### config.mk
export PLATFORM = sky130hd
export DESIGN_NAME = out_drain_ctrl
export DESIGN_NICKNAME = d
export VERILOG_FILES = /design/src/rtl/out_drain_ctrl.sv
export SDC_FILE = /design/constraint.sdc
export NUM_CORES = 1
export LEC_CHECK = 0
export ABC_AREA = 1
export BUFFER_PORTS_ARGS = -buffer_cell sky130_fd_sc_hd__buf_2
export CAP_MARGIN = 20
export CORE_MARGIN = 2
export CORE_UTILIZATION = 37
export CTS_CLUSTER_DIAMETER = 80
export CTS_CLUSTER_SIZE = 30
export DETAILED_ROUTE_END_ITERATION = 6
export MAX_ROUTING_LAYER = met4
export PLACE_DENSITY = 0.67
export SLEW_MARGIN = 10
export SYNTH_ARGS = -nofsm -noshare
export SYNTH_HDL_FRONTEND = slang
export SYNTH_SLANG_ARGS = --single-unit
### constraint.sdc
create_clock -name clk -period 2.4 [get_ports clk]
set_clock_uncertainty 0.05 [all_clocks]
set_input_delay 0 -clock clk [delete_from_list [all_inputs] [get_ports clk]]
set_output_delay 0 -clock clk [all_outputs]
set_load 0.01 [all_outputs]
### src/rtl/out_drain_ctrl.sv
// Output-drain controller: after each kernel pass, walks channels 0..od issuing
// accumulator reads / output-buffer writes with backpressure, one-deep pass queue and overrun flag.
module out_drain_ctrl #(
  parameter int CH_W   = 4,
  parameter int POS_W  = 10,
  parameter int ADDR_W = 12,
  parameter int LAT    = 2
) (
  input  logic              clk,
  input  logic              rst,
  input  logic              s_init,
  input  logic              k_init,
  input  logic              k_fin,
  input  logic [CH_W-1:0]   od,
  input  logic [POS_W-1:0]  os,
  input  logic              out_ready,
  output logic              outr,
  output logic [CH_W-1:0]   ra,
  output logic [ADDR_W-1:0] oa,
  output logic              update,
  output logic              sample_done,
  output logic              out_busy,
  output logic              overrun
);

  typedef enum logic [1:0] {IDLE, DELAY, DRAIN} state_t;

  // LAT=1 skips DELAY entirely; otherwise DELAY lasts LAT-1 cycles.
  localparam logic [2:0] DLY_END  = (LAT > 1) ? 3'(LAT - 2) : 3'd0;
  localparam state_t     START_ST = (LAT > 1) ? DELAY : DRAIN;

  state_t              r_state, w_state_nxt;
  logic [2:0]          r_dly;
  logic [CH_W-1:0]     r_ct, r_od;
  logic [POS_W-1:0]    r_wi, r_os, w_wi_nxt;
  logic [ADDR_W-1:0]   r_oa;
  logic                r_pend, r_spend, r_overrun, r_update, r_sdone;
  logic                w_acc, w_last, w_busy, w_idle_clr, w_sreq, w_wrap, w_start;

  assign w_acc      = (r_state == DRAIN) & out_ready;
  assign w_last     = w_acc & (r_ct == r_od);
  assign w_busy     = (r_state != IDLE) | r_pend;
  assign w_idle_clr = (r_state == IDLE) & ~r_pend & s_init;
  assign w_sreq     = r_spend | s_init;
  assign w_wrap     = (r_wi == r_os - POS_W'(1));
  assign w_start    = (((r_state == IDLE) | w_last) & (k_fin | r_pend));

  always_comb begin
    w_state_nxt = r_state;
    case (r_state)
      IDLE:    if (w_start) w_state_nxt = START_ST;
      DELAY:   if (r_dly == DLY_END) w_state_nxt = DRAIN;
      DRAIN:   if (w_last) w_state_nxt = w_start ? START_ST : IDLE;
      default: w_state_nxt = IDLE;
    endcase
  end

  always_comb begin
    w_wi_nxt = r_wi;
    if (w_last)          w_wi_nxt = (w_sreq | w_wrap) ? '0 : r_wi + POS_W'(1);
    else if (w_idle_clr) w_wi_nxt = '0;
  end

  always_ff @(posedge clk or posedge rst) begin
    if (rst) begin
      r_state   <= IDLE;
      r_dly     <= '0;
      r_ct      <= '0;
      r_od      <= '0;
      r_wi      <= '0;
      r_os      <= '0;
      r_oa      <= '0;
      r_pend    <= 1'b0;
      r_spend   <= 1'b0;
      r_overrun <= 1'b0;
      r_update  <= 1'b0;
      r_sdone   <= 1'b0;
    end else begin
      r_state  <= w_state_nxt;
      r_wi     <= w_wi_nxt;
      r_update <= w_last;
      r_sdone  <= w_last & ~w_sreq & w_wrap;

      if (r_state == DELAY) r_dly <= r_dly + 3'd1;

      // oa = ct*os + wi kept incrementally: base wi at start, +os per accepted channel.
      if (w_acc & ~w_last) begin
        r_ct <= r_ct + CH_W'(1);
        r_oa <= r_oa + ADDR_W'(r_os);
      end else if (w_last) begin
        r_ct <= '0;
        r_oa <= '0;
      end

      if (w_start) begin
        r_od  <= od;
        r_os  <= os;
        r_ct  <= '0;
        r_dly <= '0;
        r_oa  <= ADDR_W'(w_wi_nxt);
      end

      // One pass may be queued; the queued one is consumed by the restart.
      if (w_last | (r_state == IDLE)) r_pend <= r_pend & k_fin;
      else if (k_fin)                 r_pend <= 1'b1;

      if (w_last)                r_spend <= 1'b0;
      else if (w_busy & s_init)  r_spend <= 1'b1;

      if (w_idle_clr)
        r_overrun <= 1'b0;
      else if ((k_fin & r_pend & (r_state != IDLE) & ~w_last) | (k_init & w_busy))
        r_overrun <= 1'b1;
    end
  end

  assign outr        = (r_state == DRAIN);
  assign ra          = r_ct;
  assign oa          = r_oa;
  assign update      = r_update;
  assign sample_done = r_sdone;
  assign out_busy    = w_busy;
  assign overrun     = r_overrun;

endmodule

**Yosys cells after proc, flatten, opt, wreduce, memory -nomap -nowiden**

Cells that the tools add are included.

- Logic and storage cells: 77
- Bits in registers: 50
- Input port bits: 20
- Output and inout port bits: 21

- Eq/ne operators: 7
- Bitwise logic cells: 22
- Reduce and logical (&&, ||, !) cells: 9
- Multiplexer cells: 22
- $add $sub $neg: 5

Operators by type and width:

| operator | number |
|---|---|
| $mux 12 | 3 |
| $mux 10 | 3 |
| $and 1x1->1 | 13 |
| $add 12x10->12 | 1 |
| $mux 4 | 3 |
| $add 10x1->10 const B | 1 |
| $eq 10x10->1 | 1 |
| $reduce_bool 2->1 | 5 |
| $sub 10x1->10 const B | 1 |
| $mux 1 | 7 |
| $mux 2 | 3 |
| $mux 3 | 2 |
| $or 1x1->1 | 6 |
| $pmux 2 s3 | 1 |
| $add 4x1->4 const B | 1 |
| $eq 4x4->1 | 1 |
| $ne 2x2->1 const B | 2 |
| $add 3x1->3 const B | 1 |
| $logic_not 3->1 | 1 |
| $not 1->1 | 3 |
| $reduce_and 3->1 | 1 |
| $reduce_bool 3->1 | 1 |
| $eq 2x1->1 const B | 1 |
| $eq 2x2->1 const B | 1 |
| other kinds (2) | 2 |

**Longest topological paths before layout**

- Word-level depth: 8
- Depth in mapped cells: 15
- Mapped depth without buffers: 14

**Worst setup path after synthesis**

Ideal clock, no wire load.

- Path type: register -> register
- Start point: register r_oa[0], in the netlist oa[0]
- End point: register r_oa[8], in the netlist oa[8]
- Arrival time: 1.698 ns
- Path buffers: 0
- Path slack: 0.533 ns
- Stages on the path, launching flop included: 11
- Setup time: 0.119 ns
- Period minus slack after synthesis: 1.867 ns
- Data required time: 2.231 ns
- Cell sequence: dfrtp_1 -> ha_1 -> fa_1 -> nand3_1 -> nand2_1 -> nand2_1 -> nand2_1 -> o21ai_0 -> a21oi_1 -> a21oi_1 -> nand2_1

- Cells in the longest elaborated chain, start to end: 3

RTL lines:

| what | RTL line | source |
|---|---|---|
| start, declared | 36 | `logic [ADDR_W-1:0] r_oa;` |
| start signal, assigned | 89 | `r_oa <= r_oa + ADDR_W'(r_os);` |
| start signal, assigned | 100 | `r_oa <= ADDR_W'(w_wi_nxt);` |
| $add 12x10->12 | 89 |  |
| $mux 12 | 87 | `if (w_acc & ~w_last) begin` |
| $mux 12 | 95 | `if (w_start) begin` |

Every way passes these cells.
A chain may end at the register's enable or synchronous reset.

**Worst setup path after layout**

- Start point: register r_os[0]
- End point: register r_oa[8], in the netlist oa[8]

- Cells in the longest elaborated chain, start to end: 6
- Elaborated cells on any way between the ends: 8
- Those cells by class: add/sub (2); eq/ne (1); mux (4); bitwise (1)

RTL lines:

| what | RTL line | source |
|---|---|---|
| start, declared | 35 | `logic [POS_W-1:0] r_wi, r_os, w_wi_nxt;` |
| start signal, assigned | 97 | `r_os <= os;` |
| $sub 10x1->10 | 45 | `assign w_wrap = (r_wi == r_os - POS_W'(1));` |
| $eq 10x10->1 | 45 |  |
| $or 1x1->1 | 60 | `if (w_last) w_wi_nxt = (w_sreq \| w_wrap) ? '0 : r_wi + POS_W'(1);` |
| $mux 10 (2 in series) | 60 |  |
| via w_wi_nxt[8] | 35 |  |
| $mux 12 | 95 |  |

The timed path passes the listed nets, and every way through them passes these cells.

==> qor.json <==
{
  "synthesis": {
    "ys_types": 32,
    "synth-seq-area-share_pct": 38.2,
    "ys.flop_type": "sky130_fd_sc_hd__dfrtp_1",
    "synth_top_cell_by_area": "sky130_fd_sc_hd__dfrtp_1",
    "postSynthAreaPerCell_sq_um": 7.17,
    "synthesis.instances": 457,
    "synth_top_cells_by_area": "sky130_fd_sc_hd__dfrtp_1 38%, sky130_fd_sc_hd__nand2_1 16%, sky130_fd_sc_hd__inv_1 6.1%",
    "synth-async-reset-ratio_pct": 100,
    "synth_most_common_cell": "sky130_fd_sc_hd__nand2_1",
    "mappedNetlistNets": 493,
    "synth_common_cells": "139 x sky130_fd_sc_hd__nand2_1, 53 x sky130_fd_sc_hd__inv_1, 50 x sky130_fd_sc_hd__dfrtp_1",
    "post-synth-top-area-fraction_pct": 38.2,
    "cell_area_after_synthesis_sq_um": 3280,
    "synth.ff_latch_count": 50,
    "ys_warn_count": 0,
    "synth-edff-count": 0
  },
  "flow_run": {
    "timing.max_cap.violations": 0
  },
  "floorplan": {
    "io_pins": 41,
    "fp.dieW_um": 98.1,
    "floorplan.core_area_sq_um": 8640,
    "area_of_the_die_sq_um": 9630,
    "cell_rows": 34,
    "initial_utilization_pct": 37.9,
    "die_h_um": 98.1
  },
  "setup_path": {
    "timing.critical_path.cells": "inv_1 -> ha_1 -> nand2_2 -> o21ai_2 -> nand2_1 -> nand2_1 -> nand2_1 -> nor2_1 -> nand2_2 -> nand3_1 -> nand2_2 -> nand2_1 -> nand2_1",
    "worst_setup_path_end_kind": "register",
    "critical_path_class": "reg2reg",
    "cp_num_buf_inv": 1,
    "largest_delay_contributor_family_on_the_critical_path": "simple AND/OR/NAND/NOR gates",
    "timing.critical_path.fanout_max": 11,
    "max_stage_delay_ps": 430,
    "crit_path_frequent_cell": "sky130_fd_sc_hd__nand2_1",
    "cp_slowest_cell": "sky130_fd_sc_hd__dfrtp_1",
    "critPathArrivalTime_ps": 2310,
    "critical_path_required_ps": 2560,
    "rr_worst_depth": 13,
    "startpoint": "r_os[0]$_DFFE_PP0P_",
    "r2r_end": "oa[8]$_DFFE_PP0P_",
    "critical_path.startpoint_type": "register",
    "regToRegSetupSlack_ps": 250,
    "crit-reg2reg-launch": "r_os[0]$_DFFE_PP0P_"
  },
  "global_route": {
    "grt_antenna_before_repair": 0,
    "global_route.overflow_total": 0,
    "grt_start_max_net_pins": 36,
    "grt_first_pass_wirelength_um": 14100,
    "via_count_of_the_first_global_routing_pass": 3041,
    "gr-usage-all-layers_pct": 18.5
  },
  "detailed_routing": {
    "vias_per_cell": 4.88,
    "ant_nets": 0,
    "vias": 3056,
    "dr.first_iter.drc_count": 158,
    "drt_total_wl_um": 8410,
    "first_pass_iters": 4,
    "drc_errors": 0,
    "post_drt_wl_per_cell_um": 13.4
  },
  "clocking": {
    "cts_made_buffers": 5,
    "root_buffer": "sky130_fd_sc_hd__clkbuf_8",
    "clkSlewWorstSetupHoldPaths_ps": 100,
    "cts_tree": "done",
    "clk-insertion-delay-late_ps": 320,
    "cts-htree-levels": 2,
    "numClockSinks": 50,
    "clockBufferDepth": 2,
    "cts.repair_timing.setup_buffer_count": 0
  },
  "timing": {
    "final_max_slew_viol_count": 0,
    "rsz0062_at_grt": "no",
    "timing.max_slew.rel_slack_pct": 64.0,
    "achievable_clock_frequency_mhz": 464,
    "timing.final.crit_share_pct": 89.7,
    "min_period_ps": 2150,
    "fin_setup_tns_ps": 0,
    "timing_worst_slew_pin_value_ps": 540,
    "hold_viol_final": 0,
    "finalSetupViolCount": 0
  },
  "place": {
    "port_buffers": 40,
    "detailedPlacementHpwl_um": 6170,
    "gp_congestion": 0.914
  },
  "cells_and_area": {
    "area_growth_pct": 18.0,
    "fin_util_pct": 44.8,
    "insertedDiodeCount": 0,
    "finalNetCount": 553,
    "share_of_cells_above_drive_strength_1_pct": 13.9
  },
  "hold_path": {
    "hold-path-cell-count": 5,
    "hold_path_end": "update$_DFF_PP0_",
    "hold_path_start": "out_ready",
    "min_path_type": "in2reg"
  },
  "status": {
    "status": "completed"
  },
  "pwr": {
    "vdd_ir_drop_max_mv": 0.794,
    "power.leakage_nw": 2.02,
    "power_density_nw_per_um2": 1060
  }
}
-- tightest hold or removal path: stages --
cell and delay (ps):
sky130_fd_sc_hd__buf_2 80, sky130_fd_sc_hd__nand2_1 40, sky130_fd_sc_hd__inv_1 110, sky130_fd_sc_hd__nand2_2 220, sky130_fd_sc_hd__inv_1 100
-- stage by stage --
| stage | cells | total power (W) | cell area (sq um) | setup slack (ps) | hold WS (ps) |
|---|---|---|---|---|---|
| 4_1_cts | 626 | 0.00410 | 3860 | 157 | 201 |
| 5_1_grt | 626 | 0.00447 | 3870 | 58.7 | 238 |
| 3_5_place_dp | 600 | 0.00352 | 3580 | 195 | 34.6 |
| 3_3_place_gp | 600 | 0.00348 | 3580 | 264 | 29.5 |
| 6_report | 626 | 0.00410 | 3870 | 247 | 209 |
| 2_1_floorplan | 457 | 0.00295 | 3280 | 533 | 21.6 |
-- state kept, by name, indices dropped and copies added, names as in the netlist, 2 cells and up --
register	cells
r_od	4
oa	12
r_wi	10
ra	4
r_os	10
r_state	2
r_dly	3
-- power breakdown --
group          internal, W  switching, W
clock             0.000238      0.000311
sequential         0.00109      0.000289
combinational     0.000772       0.00140
total              0.00210       0.00200
-- worst max-delay path by stage --
stage	end	slack [ps]	cells past startpoint
floorplan	oa[8]$_DFFE_PP0P_	530	10
global placement	oa[3]$_DFFE_PP0P_	260	13
detailed placement	oa[3]$_DFFE_PP0P_	190	13
CTS	oa[8]$_DFFE_PP0P_	160	13
global route	oa[8]$_DFFE_PP0P_	60	13
finish	oa[8]$_DFFE_PP0P_	250	13
-- cells in the final DEF (no fill, tap or decap), types with 3 or more instances in the layout --
cell	Yosys	layout
sky130_fd_sc_hd__a21oi_1	25	25
sky130_fd_sc_hd__xnor2_1	5	5
sky130_fd_sc_hd__inv_1	53	52
sky130_fd_sc_hd__o21ai_1	4	4
sky130_fd_sc_hd__nand2_1	139	138
sky130_fd_sc_hd__nor3_1	6	6
sky130_fd_sc_hd__nor2_2	3	3
sky130_fd_sc_hd__ha_1	15	15
sky130_fd_sc_hd__clkbuf_8	0	6
sky130_fd_sc_hd__dlygate4sd3_1	0	18
sky130_fd_sc_hd__dfrtp_1	50	50
sky130_fd_sc_hd__a22o_1	3	3
sky130_fd_sc_hd__o21ai_0	25	25
sky130_fd_sc_hd__nor2_1	38	38
sky130_fd_sc_hd__nand3_1	38	38
sky130_fd_sc_hd__xor2_1	15	15
sky130_fd_sc_hd__buf_2	4	40
sky130_fd_sc_hd__nand4_1	5	5
sky130_fd_sc_hd__buf_4	3	4
sky130_fd_sc_hd__nand2_2	10	11
-- area by class of cell --
| type | count | area [sq um] |
|---|---|---|
| inverters | 56 | 213 |
| clock inverters | 2 | 17.5 |
| clock buffers | 6 | 82.6 |
| repair buffers | 62 | 410 |
| fillers | 894 | 4770 |
| well taps | 108 | 135 |
| flip-flops and latches | 50 | 1250 |
| multi-input cells | 342 | 1760 |
-- cells by family after synthesis --
| family | share of synthesized area, % |
|---|---|
| AND/OR/NAND/NOR | 31.7 |
| buffers and inverters | 8.29 |
| XOR/XNOR | 5.35 |
| AO/OA/AOI/OAI | 10.2 |
| flip-flops | 38.2 |
| adder cells (fa/ha/maj) | 6.34 |
-- layer usage --
metal	routed length (um)	vias to the layer above	track usage (%)
met5	0	-	-
li1	-	1579	-
met1	4020	1398	24.2
met3	285	10	2.93
met2	4000	69	30.3
met4	96	0	4.38
-- repair_timing --
action                                 4_1_cts  5_1_grt
setup endpoints to repair                    0        8
hold buffers                                18        0
endpoints found under the hold margin       41        0
resized for setup                            0        1
Power figures use the tool's default switching activity.
